$ cat config.mk
export PLATFORM = sky130hd
export DESIGN_NAME = seq_det_param
export DESIGN_NICKNAME = d
export VERILOG_FILES = /design/src/rtl/seq_det_pkg.sv /design/src/rtl/seq_det_fsm.sv /design/src/rtl/seq_det_param.sv
export SDC_FILE = /design/constraint.sdc
export NUM_CORES = 1
export LEC_CHECK = 0
export BUFFER_PORTS_ARGS = -buffer_cell sky130_fd_sc_hd__clkbuf_2
export CORE_MARGIN = 2
export CORE_UTILIZATION = 30
export DETAILED_ROUTE_END_ITERATION = 8
export GPL_TIMING_DRIVEN = 0
export SYNTH_ARGS = -nofsm -noshare
export SYNTH_HDL_FRONTEND = slang
export SYNTH_HIERARCHICAL = 1
export SYNTH_SLANG_ARGS = --single-unit
$ cat constraint.sdc
create_clock -name Clk -period 2.95 [get_ports Clk]
set_input_delay 0.4425 -clock Clk [delete_from_list [all_inputs] [get_ports Clk]]
set_output_delay 0.4425 -clock Clk [all_outputs]
set_load 0.005 [all_outputs]
$ cat src/rtl/seq_det_pkg.sv
// Shared helpers for the parametrised sequence detector: a clog2, a symbol
// slice macro and the elaboration-time KMP functions that build the
// transition table from the pattern constant.
`ifndef SEQ_DET_PKG_SV
`define SEQ_DET_PKG_SV

// Symbol i of a packed vector of w-bit symbols, counted from the LSB end.
`define SEQ_DET_SYM(vec, w, i) vec[(i)*(w) +: (w)]

package seq_det_pkg;

  // Patterns are passed to the table functions zero-extended to this width.
  localparam int MAX_PAT_W = 256;

  function automatic int clog2(input int v);
    int r;
    r = 0;
    while ((1 << r) < v) r++;
    return (r < 1) ? 1 : r;
  endfunction

  // Pattern symbol i, where i=0 is the first expected symbol (MSBs).
  function automatic int get_sym(input logic [MAX_PAT_W-1:0] pat,
                                 input int seq_len, input int sym_w,
                                 input int i);
    int v;
    v = 0;
    for (int b = 0; b < sym_w; b++)
      if (pat[(seq_len-1-i)*sym_w + b]) v |= (1 << b);
    return v;
  endfunction

  // Longest proper suffix of prefix k that is also a pattern prefix.
  function automatic int kmp_fail(input logic [MAX_PAT_W-1:0] pat,
                                  input int seq_len, input int sym_w,
                                  input int k);
    bit ok;
    for (int j = k - 1; j >= 1; j--) begin
      ok = 1'b1;
      for (int i = 0; i < j; i++)
        if (get_sym(pat, seq_len, sym_w, i) != get_sym(pat, seq_len, sym_w, k - j + i))
          ok = 1'b0;
      if (ok) return j;
    end
    return 0;
  endfunction

  // Longest pattern prefix that is a suffix of (prefix k followed by symbol c),
  // for k < seq_len.
  function automatic int kmp_next(input logic [MAX_PAT_W-1:0] pat,
                                  input int seq_len, input int sym_w,
                                  input int k, input int c);
    bit ok;
    int pos;
    int s;
    for (int j = k + 1; j >= 1; j--) begin
      ok = 1'b1;
      for (int i = 0; i < j; i++) begin
        pos = k + 1 - j + i;
        s = (pos == k) ? c : get_sym(pat, seq_len, sym_w, pos);
        if (get_sym(pat, seq_len, sym_w, i) != s) ok = 1'b0;
      end
      if (ok) return j;
    end
    return 0;
  endfunction

endpackage

`endif

$ cat src/rtl/seq_det_fsm.sv
// Prefix-length state machine: st counts matched pattern symbols, a single
// comparator handles the advancing case and an elaboration-built table
// handles every mismatch through the KMP failure chain.
module seq_det_fsm
  import seq_det_pkg::*;
#(
  parameter int                         SYM_W   = 2,
  parameter int                         SEQ_LEN = 4,
  parameter logic [SEQ_LEN*SYM_W-1:0]   PATTERN = 8'b01_01_10_01,
  parameter bit                         OVERLAP = 1'b1
) (
  input  logic             Clk,
  input  logic             Reset,
  // Din is consumed on every edge where Din_vld=1; there is no back-pressure,
  // and while Din_vld=0 Din is ignored completely.
  input  logic             Din_vld,
  input  logic [SYM_W-1:0] Din,
  output logic             Dout_mealy,
  output logic             Dout_moore
);

  localparam int ST_W = clog2(SEQ_LEN + 1);
  localparam int NSYM = 1 << SYM_W;
  localparam int NROW = 1 << ST_W;
  localparam logic [MAX_PAT_W-1:0] PAT_EXT = MAX_PAT_W'(PATTERN);
  // After a full match, continue from the failure state or from scratch.
  localparam int RESTART = OVERLAP ? kmp_fail(PAT_EXT, SEQ_LEN, SYM_W, SEQ_LEN) : 0;
  localparam logic [ST_W-1:0] LAST = ST_W'(SEQ_LEN);

  logic [ST_W-1:0]  st;
  logic [ST_W-1:0]  st_eff;
  logic [ST_W-1:0]  nxt;
  logic             hit;
  logic [SYM_W-1:0] pat_sym [NROW];
  logic [ST_W-1:0]  mis_tbl [NROW][NSYM];

  // Rows are padded to a power of two so st can index without range issues.
  for (genvar k = 0; k < NROW; k++) begin : g_row
    if (k < SEQ_LEN) begin : g_used
      assign pat_sym[k] = `SEQ_DET_SYM(PATTERN, SYM_W, SEQ_LEN-1-k);
      for (genvar c = 0; c < NSYM; c++) begin : g_col
        assign mis_tbl[k][c] = ST_W'(kmp_next(PAT_EXT, SEQ_LEN, SYM_W, k, c));
      end
    end else begin : g_pad
      assign pat_sym[k] = '0;
      for (genvar c = 0; c < NSYM; c++) begin : g_col
        assign mis_tbl[k][c] = '0;
      end
    end
  end

  // Next prefix length: advance on the expected symbol, else follow the table.
  always_comb begin
    st_eff = (st == LAST) ? ST_W'(RESTART) : st;
    hit    = (Din == pat_sym[st_eff]);
    nxt    = hit ? (st_eff + ST_W'(1)) : mis_tbl[st_eff][Din];
  end

  assign Dout_mealy = Din_vld & (nxt == LAST) & Reset;

  // State and Moore flag only move on valid symbols; a stall holds both.
  always_ff @(posedge Clk) begin
    if (!Reset) begin
      st         <= '0;
      Dout_moore <= 1'b0;
    end else if (Din_vld) begin
      st         <= nxt;
      Dout_moore <= (nxt == LAST);
    end
  end

endmodule

$ cat src/rtl/seq_det_param.sv
// Top level of the sequence detector: wraps the prefix FSM and keeps a
// saturating count of completed matches with a synchronous clear.
module seq_det_param
  import seq_det_pkg::*;
#(
  parameter int                         SYM_W   = 2,
  parameter int                         SEQ_LEN = 4,
  parameter logic [SEQ_LEN*SYM_W-1:0]   PATTERN = 8'b01_01_10_01,
  parameter bit                         OVERLAP = 1'b1,
  parameter int                         CNT_W   = 8
) (
  input  logic             Clk,
  input  logic             Reset,
  input  logic             Din_vld,
  input  logic [SYM_W-1:0] Din,
  input  logic             Clr_cnt,
  output logic             Dout_mealy,
  output logic             Dout_moore,
  output logic [CNT_W-1:0] Match_cnt
);

  localparam logic [CNT_W-1:0] CNT_MAX = '1;

  seq_det_fsm #(
    .SYM_W   (SYM_W),
    .SEQ_LEN (SEQ_LEN),
    .PATTERN (PATTERN),
    .OVERLAP (OVERLAP)
  ) u_fsm (
    .Clk        (Clk),
    .Reset      (Reset),
    .Din_vld    (Din_vld),
    .Din        (Din),
    .Dout_mealy (Dout_mealy),
    .Dout_moore (Dout_moore)
  );

  // Clear takes priority, but a match in the clearing cycle is still counted.
  always_ff @(posedge Clk) begin
    if (!Reset)
      Match_cnt <= '0;
    else if (Clr_cnt)
      Match_cnt <= CNT_W'(Dout_mealy);
    else if (Dout_mealy && (Match_cnt != CNT_MAX))
      Match_cnt <= Match_cnt + CNT_W'(1);
  end

endmodule

==> out/qor.csv <==
stage;metric;value;unit
run_status;status;finished clean;
worst_setup_path;arrival time at the worst endpoint;2.24;ns
timing;Final TNS setup;0;ns
synth;count of different cell masters after synthesis;36;
floorplan;Core ar.;0.00254;sq mm
synth;Post-Syn Area;821;sq um
place;Cells after DPL;142;
cts;H-tree depth;1;
routing;vias per inst;5.27;
timing;Fmax;373;MHz
worst_setup_path;Data required, critical path;2.51;ns
synth;Async S/R FF share, synth;0;%
routing;drt drc;0;
worst_setup_path;startpoint types;register;
worst_setup_path;worst r2r dst;Match_cnt[7]$_SDFFE_PP0P_;
cts;Post-CTS Resized;0;
routing;via count;770;
synth;Synth warnings;6;
synth;most numerous cell in the Yosys netlist;dfxtp_1;
cts;clock buffer depth;2;
worst_setup_path;CP Max Fanout;9;
cts;Clk Tree Root Cell;clkbuf_4;
power;pwr dens;349;mW/mm^2
cts;clk slew on worst S/H paths;0.08;ns
place;placer congestion estimate;0.834;
power;Comb pwr share;12.2;%
floorplan;initial core utilization;32.3;%
worst_setup_path;critical-path cell list;inv_1 > a21oi_1 > ha_1 > nor2b_1 > a32oi_1 > nand4_1 > nor2_4 > clkbuf_2;
cts;Skew-Pair Late Insertion Delay;0.27;ns
power;VDD IR-drop max;0.272;mV
grt;initial antenna violation count;0;
cells_and_area;P&R area growth vs syn;19.1;%
routing;initial DRC count;15;
synth;Syn Area/Cell;8.46;sq um
synth;flops & latches, synth;12;
floorplan;# IOs;16;
synth;sequential area share after synthesis;29.3;%
cts;TritonCTS clock tree;yes;
cells_and_area;Storage cell area;240;sq um
cts;hold buffers post-CTS;0;
grt;gr usage total;10.7;%
cells_and_area;Fillers;273;
worst_hold_path;worst hold start;Din_vld;
worst_setup_path;Largest stage delay, worst path;0.48;ns
synth;top cells by area, synth;dfxtp_1, mux2i_1, nand2b_1, ha_1, nand2_1;
power;Reg power frac;48.9;%
cts;Post-CTS Setup Bufs;0;
synth;post-synth top area share;29.3;%
synth;synth cell count leaders;dfxtp_1, nand2_1, nand2b_1, a21oi_1, mux2i_1;
cells_and_area;Multi-input gate area;539;sq um
worst_setup_path;CP Class;reg -> out;
worst_hold_path;worst hold path class;in -> reg;
cells_and_area;fraction of layout cells with a size suffix above 1;22.4;%
grt;largest net degree at the start of global routing;10;
place;PortBufs;15;
power;Sw Pwr;0.0828;mW
worst_setup_path;worst r2r src;u_fsm/st[1]$_SDFFE_PN0P_;
synth;Post-synth EDFFs;0;
worst_hold_path;Hold Path Depth;2;
floorplan;FP Rows;18;
grt;GRT Residual Overflow;0;
synth;Synth area leader;dfxtp_1;
power;total power;0.341;mW
routing;drt total wl;1670;microns
cells_and_area;NumNets Final;126;
timing;Clock Skew;0.00220;ns
worst_hold_path;WHS Endpoint;u_fsm/Dout_moore$_SDFFE_PN0P_;
worst_setup_path;R2R Setup Slk;0.34;ns
worst_setup_path;worst reg2reg path depth;10;
timing;final setup fails;0;
power;Sw Ratio;24.3;%
grt;first-pass GRT wire length;2760;microns
cts;CTS Buf Count;3;
timing;Slew Viols, Final;0;
grt;vias in the first global route;649;
place;Post-DP HPWL;1280;microns
power;LEAKAGE;0.376;nW
synth;Post-Syn Instances;97;
timing;unrepaired setup endpoints after global routing;no;
worst_setup_path;Buf/Inv on CP;2;
worst_setup_path;Worst Setup End Kind;primary output;
timing;Final Hold Viols;0;
worst_setup_path;CP max stage cell;dfxtp_1;
power;Clock Power Share;38.9;%
timing;actual slew at the worst max-slew pin;0.482;ns
routing;DR WL/cell;11.4;microns
timing;crit share post-route;90.9;%
timing;minimum clock period;2.68;ns
flow_run;max-cap violation count;0;
floorplan;die area;0.00317;sq mm
synth;top_reg_cell synth;dfxtp_1;
floorplan;die extent in x;56.3;microns
cells_and_area;n_diodes;0;
timing;Slew headroom;67.8;%
synth;Mapped Nets;106;
cells_and_area;Non-Filler Instances;146;
worst_setup_path;cell family with most CP delay;simple AND/OR/NAND/NOR gates;
cts;clock net sink count;12;
power;total internal power;0.258;mW
routing;DRT antenna net count;0;
routing;Pre-Repair DR Iteration Count;4;
floorplan;Die Height;56.3;microns
-- metal layers --
metal / wire length (microns) / GRT usage [%] / share of wire [%] / vias up
li1: - / - / - / 400
met3: 83 / 3.00 / 5.0 / 0
met4: 0 / 4.08 / 0 / 0
met5: 0 / 0 / 0 / -
met1: 834 / 14.7 / 50 / 351
met2: 750 / 15.8 / 45 / 19
-- layout make-up --
type | instances | share of cell area (%)
sequential | 12 | 24.6
buffer | 3 | 3.07
multi-input combinational | 77 | 55.2
tap | 30 | 3.84
inverter | 5 | 1.92
clock buffer | 4 | 3.71
timing repair buffer | 15 | 7.68
-- flip-flops by register name (all words and copies together), names as in the netlist --
signal            flops
u_fsm/st              3
Match_cnt             8
u_fsm/Dout_moore      1
-- cells by family (layout without fill, tap and decap cells) --
logic type	after synthesis	after routing	share of synthesized area (%)
AND/OR/NAND/NOR	41	41	29.1
AO/OA/AOI/OAI	25	25	21.6
flip-flops	12	12	29.3
buffers and inverters	8	27	5.95
multiplexers	6	6	7.32
adder cells (fa/ha/maj)	3	3	4.57
XOR/XNOR	2	2	2.13
-- power by group through the flow --
stage          combinational [mW]  sequential, mW  clock [mW]
6_report                   0.0417           0.167       0.132
4_1_cts                    0.0409           0.167       0.138
2_1_floorplan              0.0268           0.170           0
3_3_place_gp               0.0390           0.170           0
3_5_place_dp               0.0405           0.170           0
5_1_grt                    0.0461           0.167       0.149
-- worst max-delay path by stage --
stage	startpoint	end	slack [ns]	cells after the start
detailed placement	u_fsm/st[1]$_SDFFE_PN0P_	Match_cnt[7]$_SDFFE_PP0P_	0.18	10
floorplan	u_fsm/st[1]$_SDFFE_PN0P_	Match_cnt[5]$_SDFFE_PP0P_	0.54	10
global placement	u_fsm/st[1]$_SDFFE_PN0P_	Match_cnt[5]$_SDFFE_PP0P_	0.22	10
finish	u_fsm/st[1]$_SDFFE_PN0P_	Dout_mealy	0.27	8
global route	u_fsm/st[1]$_SDFFE_PN0P_	Dout_mealy	0.05	8
CTS	u_fsm/st[1]$_SDFFE_PN0P_	Dout_mealy	0.04	8
-- cell usage in the layout, fill, tap and decap left out, types with 2 or more instances in the layout --
master | Yosys | routed
nand2_1 | 10 | 10
and2_1 | 2 | 2
and3_1 | 2 | 2
o22ai_1 | 3 | 3
xnor2_1 | 2 | 2
nand2b_1 | 7 | 7
ha_1 | 3 | 3
nand3_1 | 2 | 2
nand4_1 | 4 | 4
clkbuf_4 | 0 | 3
buf_6 | 2 | 2
a211oi_1 | 2 | 2
nor3_1 | 2 | 2
a211oi_2 | 2 | 2
clkbuf_2 | 0 | 15
inv_1 | 5 | 5
a21oi_1 | 6 | 6
dfxtp_1 | 12 | 12
nor2b_1 | 3 | 3
o21ai_0 | 2 | 2
nand3b_1 | 2 | 2
o21ai_1 | 2 | 2
mux2i_1 | 6 | 6
-- through the flow --
stage	instance area (sq um)	utilization, %	hold WS, ns	worst slack, ns
final	977	38.4	0.454	0.269
after global routing	977	38.4	0.451	0.0516
after CTS	970	38.1	0.443	0.0368
after detailed placement	933	36.7	0.463	0.180
after global placement	933	36.7	0.468	0.225
after floorplan	821	-	0.463	0.537
-- worst reg2reg max path, delay by kind of cell (launching register included) --
kind                       cells  cell delay, ns
muxes                          1            0.21
buffers and inverters          1            0.13
adders and majority gates      1            0.25
DFF                            1            0.48
and+or+nand+nor                4            0.83
AOI/OAI and AO/OA              3            0.64
Power figures use the tool's default switching activity.
